===== config.mk =====
export PLATFORM = sky130hd
export DESIGN_NAME = fifo_write_arbiter_flat
export DESIGN_NICKNAME = d
export VERILOG_FILES = /design/src/rtl/fifo_write_arbiter_if.sv /design/src/rtl/fifo_write_arbiter.sv /design/src/flat_wrapper.sv
export SDC_FILE = /design/constraint.sdc
export NUM_CORES = 1
export LEC_CHECK = 0
export ABC_AREA = 1
export ABC_CLOCK_PERIOD_IN_PS = 1600
export CORE_UTILIZATION = 39
export DETAILED_ROUTE_END_ITERATION = 6
export GPL_TIMING_DRIVEN = 0
export HOLD_SLACK_MARGIN = 0.06
export PLACE_DENSITY = 0.77
export SLEW_MARGIN = 20
export SYNTH_ARGS = -nofsm -noshare
export SYNTH_HDL_FRONTEND = slang
export SYNTH_SLANG_ARGS = --single-unit

===== constraint.sdc =====
create_clock -name clk -period 1.6 [get_ports clk]
set_input_delay 0.16 -clock clk [delete_from_list [all_inputs] [get_ports clk]]
set_output_delay 0.16 -clock clk [all_outputs]
set_load 0.005 [all_outputs]

===== src/rtl/fifo_write_arbiter_if.sv =====
// Write-side bus between the producers and the FIFO write arbiter.
interface fifo_write_arbiter_if #(
  parameter int unsigned NREQ = 4,
  parameter int unsigned DW   = 8
);
  logic [NREQ-1:0]    req;
  logic [NREQ*DW-1:0] data;
  logic [NREQ-1:0]    ack;
  logic               fifo_full;
  logic               fifo_wr;
  logic [DW-1:0]      fifo_wdata;
  logic [2:0]         owner;
  logic               busy;

  // Producer / FIFO side: presents requests and the full flag.
  modport master (
    output req, data, fifo_full,
    input  ack, fifo_wr, fifo_wdata, owner, busy
  );

  // Arbiter side.
  modport slave (
    input  req, data, fifo_full,
    output ack, fifo_wr, fifo_wdata, owner, busy
  );
endinterface


===== src/rtl/fifo_write_arbiter.sv =====
// Round-robin arbiter sharing one FIFO write port among NREQ producers,
// with a per-grant burst limit and combinational full back-pressure.
module fifo_write_arbiter #(
  parameter int unsigned NREQ  = 4,
  parameter int unsigned DW    = 8,
  parameter int unsigned BURST = 4
) (
  input logic                 clk,
  input logic                 reset,
  fifo_write_arbiter_if.slave bus
);

  typedef enum logic {
    S_IDLE  = 1'b0,
    S_GRANT = 1'b1
  } state_t;

  state_t          r_state, w_state_nxt;
  logic [2:0]      r_owner, w_owner_nxt;
  logic [2:0]      r_ptr, w_ptr_nxt;
  logic [3:0]      r_cnt, w_cnt_nxt;
  logic [2:0]      w_owner_inc;
  logic            w_own_req;
  logic [DW-1:0]   w_own_data;
  logic            w_fire;
  logic            w_release;
  logic [NREQ-1:0] w_ack;

  // Lowest requesting index at or after p, wrapping modulo NREQ.
  function automatic logic [2:0] pick(input logic [NREQ-1:0] v, input logic [2:0] p);
    logic [2:0]  res;
    int unsigned idx;
    res = '0;
    // Scan offsets from largest to smallest so the nearest hit wins.
    for (int unsigned k = NREQ; k > 0; k--) begin
      idx = (32'(p) + k - 1) % NREQ;
      if (v[idx]) res = idx[2:0];
    end
    return res;
  endfunction

  assign w_owner_inc = (r_owner == 3'(NREQ - 1)) ? '0 : r_owner + 3'd1;

  // Select the current owner's request and byte.
  always_comb begin
    w_own_req  = 1'b0;
    w_own_data = '0;
    for (int unsigned i = 0; i < NREQ; i++) begin
      if (r_owner == 3'(i)) begin
        w_own_req  = bus.req[i];
        w_own_data = bus.data[i*DW +: DW];
      end
    end
  end

  // Acceptance and FIFO write drive; full blocks acceptance in the same cycle.
  always_comb begin
    w_fire = (r_state == S_GRANT) && w_own_req && !bus.fifo_full;
    w_ack  = '0;
    for (int unsigned i = 0; i < NREQ; i++) begin
      if (w_fire && (r_owner == 3'(i))) w_ack[i] = 1'b1;
    end
  end

  assign bus.ack        = w_ack;
  assign bus.fifo_wr    = w_fire;
  assign bus.fifo_wdata = w_fire ? w_own_data : '0;
  assign bus.owner      = r_owner;
  assign bus.busy       = (r_state == S_GRANT);

  assign w_release = !w_own_req || (w_fire && (r_cnt == 4'(BURST - 1)));

  // Next-state logic: arbitration, release and burst counting.
  always_comb begin
    w_state_nxt = r_state;
    w_owner_nxt = r_owner;
    w_ptr_nxt   = r_ptr;
    w_cnt_nxt   = r_cnt;
    case (r_state)
      S_IDLE: begin
        if (|bus.req) begin
          w_state_nxt = S_GRANT;
          w_owner_nxt = pick(bus.req, r_ptr);
          w_cnt_nxt   = '0;
        end
      end
      S_GRANT: begin
        if (w_release) begin
          w_ptr_nxt = w_owner_inc;
          // On a dropped request the owner's bit is already clear, so req
          // itself is the candidate set in both release cases.
          if (|bus.req) begin
            w_owner_nxt = pick(bus.req, w_owner_inc);
            w_cnt_nxt   = '0;
          end else begin
            w_state_nxt = S_IDLE;
          end
        end else if (w_fire) begin
          w_cnt_nxt = r_cnt + 4'd1;
        end
      end
      default: w_state_nxt = S_IDLE;
    endcase
  end

  // State registers with asynchronous active-low clear.
  always_ff @(posedge clk or negedge reset) begin
    if (!reset) begin
      r_state <= S_IDLE;
      r_owner <= '0;
      r_ptr   <= '0;
      r_cnt   <= '0;
    end else begin
      r_state <= w_state_nxt;
      r_owner <= w_owner_nxt;
      r_ptr   <= w_ptr_nxt;
      r_cnt   <= w_cnt_nxt;
    end
  end

endmodule

===== src/flat_wrapper.sv =====
// flat-port wrapper written by rule: the top's interface ports become plain ports
module fifo_write_arbiter_flat 
#(
  parameter int unsigned NREQ  = 4,
  parameter int unsigned DW    = 8,
  parameter int unsigned BURST = 4
)
  (clk, reset, bus_req, bus_data, bus_fifo_full, bus_ack, bus_fifo_wr, bus_fifo_wdata, bus_owner, bus_busy);
  fifo_write_arbiter_if #(.NREQ(NREQ), .DW(DW)) bus_i ();
  input logic clk;
  input logic reset;
  input wire logic [$bits(bus_i.req)-1:0] bus_req;
  input wire logic [$bits(bus_i.data)-1:0] bus_data;
  input wire logic [$bits(bus_i.fifo_full)-1:0] bus_fifo_full;
  output wire logic [$bits(bus_i.ack)-1:0] bus_ack;
  output wire logic [$bits(bus_i.fifo_wr)-1:0] bus_fifo_wr;
  output wire logic [$bits(bus_i.fifo_wdata)-1:0] bus_fifo_wdata;
  output wire logic [$bits(bus_i.owner)-1:0] bus_owner;
  output wire logic [$bits(bus_i.busy)-1:0] bus_busy;
  assign bus_i.req = bus_req;
  assign bus_i.data = bus_data;
  assign bus_i.fifo_full = bus_fifo_full;
  assign bus_ack = bus_i.ack;
  assign bus_fifo_wr = bus_i.fifo_wr;
  assign bus_fifo_wdata = bus_i.fifo_wdata;
  assign bus_owner = bus_i.owner;
  assign bus_busy = bus_i.busy;
  fifo_write_arbiter #(.NREQ(NREQ), .DW(DW), .BURST(BURST)) u_core (.clk(clk), .reset(reset), .bus(bus_i));
endmodule

==> impl_metrics.tcl <==
set metrics [dict create \
    outcome "finished, violations left" \
    violations "setup timing" \
    synth_seq_area_share 0.1718 \
    dp_cells 313 \
    crit_arrival_ns 2.00 \
    grt_pass1_wl_mm 6.610 \
    synthTopCellsByArea "nand2_1, dfrtp_1, o21ai_0" \
    min_period_ns 2.162 \
    synth_top_area_share 0.1775 \
    ys_ff_latch 9 \
    clock-sinks 9 \
    grt_pass1_vias 1426 \
    worst_setup_path_start_kind "flip-flop" \
    viasPerCell 4.953 \
    layout_commonest_cell "nand2_1" \
    rsz0062_at_grt "true" \
    cts_buffers 3 \
    clock_latency_ns 0.26 \
    syn_to_final_growth_pct 77.58 \
    diodes 0 \
    synth.avg_cell_area_um2 6.099 \
    skew_ns 0.002303 \
    fp.coreArea_um2 3128 \
    hold_viol_final 0 \
    setup-tns-final_ns -9.083 \
    initial_core_util 0.4192 \
    nFillCells 249 \
    dp_hpwl_mm 3.242 \
    yosys.area.top_type "nand2_1" \
    drv_slew 0 \
    die_h_um 59.99 \
    detail_route.wirelength_mm 4.499 \
    cts_max_level 1 \
    worst-setup-path-type "reg2out" \
    clockRootBuffer "clkbuf_4" \
    grt_max_degree 11 \
    post-place-ws_ns -0.7965 \
    wl_per_cell_um 13.35 \
    max_freq_ghz 0.4625 \
    syn_inst 215 \
    drc_errors 0 \
    antenna_found_initial 0 \
    pin_count 56 \
    drv_cap 0 \
    cts_buffer_depth 2 \
    ys_warn_count 0 \
    synth_cell_type_count 36 \
    gp_congestion 0.8482 \
    syn-num-nets 259 \
    die_area_um2 3598 \
    instances_no_fill 337 \
    die_w_um 59.99 \
    required_ns 1.44 \
    p_leak_nw 1.075 \
    gr-usage-all-layers 0.2448 \
    crit_path_max_fanout 7 \
    ant_nets 0 \
    final_cell_mix "nand2_1, clkdlybuf4s50_1, o21ai_1" \
    post-route-period-util 1.351 \
    vias 1669 \
    drt_iter0_markers 144 \
    rows 20 \
    clk_pin_slew_worst_paths_ns 0.06 \
    max-vdd-ir-drop_mv 1.262 \
    drive_above_1_share 0.3515 \
    grt-ovfl-total 0 \
    dr.pass1.iters 4 \
    nets 338 \
    min_path_type "in2async" \
    power_density_nw_per_um2 2113 \
    io_buffers 54 \
    end_kind "output pin" \
    hold_buffers 0 \
    setup_ws_ns -0.5622 \
    cts_tree "yes" \
    setup_viol 21 \
    synthesis.area_um2 1311 \
]
## worst max-delay path, stage by stage, from the launching register on
cell      delay [ns]
dfrtp_2         0.46
buf_6           0.15
inv_8           0.06
ha_4            0.15
nand2_4         0.05
nand2_4         0.06
o211ai_4        0.07
a21boi_4        0.18
nand2_4         0.10
buf_12          0.16
buf_8           0.13
nor2_2          0.07
buf_2           0.12
## timing repair
item,in CTS,in global routing
endpoints found under the setup margin,21,21
buffers inserted,18,6
pin swaps,17,4
resized for setup,96,23
## metrics by stage
step           power [mW]  instance area, µm²  hold WS, ns    util
2_1_floorplan       2.787                1428      -0.1356       -
3_3_place_gp        3.558                2023       0.4799  0.6468
3_5_place_dp        3.587                2023       0.4781  0.6468
4_1_cts             4.464                2242       0.1964  0.7168
5_1_grt             5.362                2328       0.2123  0.7444
6_report            4.920                2328       0.1995  0.7444
## Yosys cell counts (all sizes together)
cell	n
buf	7
nand3	15
a21boi	1
ha	5
a21oi	15
clkbuf	1
clkinv	2
dfrtp	9
mux2i	1
nand4	4
o21bai	2
o31ai	1
o21ai	26
a221oi	1
nor2	17
conb	1
o211ai	1
xor2	1
inv	28
o22ai	1
and2	2
xnor2	1
nand2	66
a22oi	7
## area by class of cell
class                   instances  area, µm²  area share
inverters                      30      138.9     0.05965
clock buffers                   4      26.28     0.01128
multi-input cells             168       1111      0.4772
repair buffers                 76      706.9      0.3036
plain buffers                   6      62.56     0.02687
flip-flops and latches          9      227.7     0.09780
well taps                      44      55.05     0.02364
## layer usage
metal  global-route usage  wire length [µm]  up-vias
li1                     -                 -      863
met1               0.3408              2127      750
met2               0.3921              2126       51
met3              0.04978               225        5
met4              0.04651                19        0
met5                    0                 0        -
## power breakdown
part,switching [mW],total (mW),internal (mW)
sequential,0.114,0.433,0.319
combinational,2.30,4.31,2.01
clock,0.0766,0.172,0.0959
total,2.49,4.92,2.43
## kinds of logic after synthesis
family | Yosys count | synth area share
and+or+nand+nor | 104 | 0.3578
adders and majority gates | 5 | 0.04771
AOI/OAI and AO/OA | 55 | 0.2643
muxes | 1 | 0.007634
xor gates and xnor gates | 2 | 0.01336
DFF | 9 | 0.1718
buffers and inverters | 38 | 0.1345
other | 1 | 0.002860
## sequential cells by signal, indices dropped and copies added (netlist names)
name and flops:
u_core.bus.owner 2, u_core.bus.busy 1, u_core.r_ptr 2, u_core.r_cnt 4
## path summary, 6_finish.rpt
kind	startpoint	endpoint	slack, ns	cells past startpoint
worst max-delay path	u_core.bus.owner[0]	bus_ack[1]	-0.56	12
worst min-delay path	reset	u_core.r_cnt[3]	0.20	1
worst max register to register	u_core.bus.owner[0]	u_core.r_cnt[3]	-0.46	16
worst min register to register	u_core.r_cnt[0]	u_core.r_cnt[0]	0.52	1
max in group asynchronous	reset	u_core.bus.owner[1]	1.08	1
min in group clk	u_core.r_cnt[0]	u_core.r_cnt[0]	0.52	1
(Power assumes the default switching activity.)
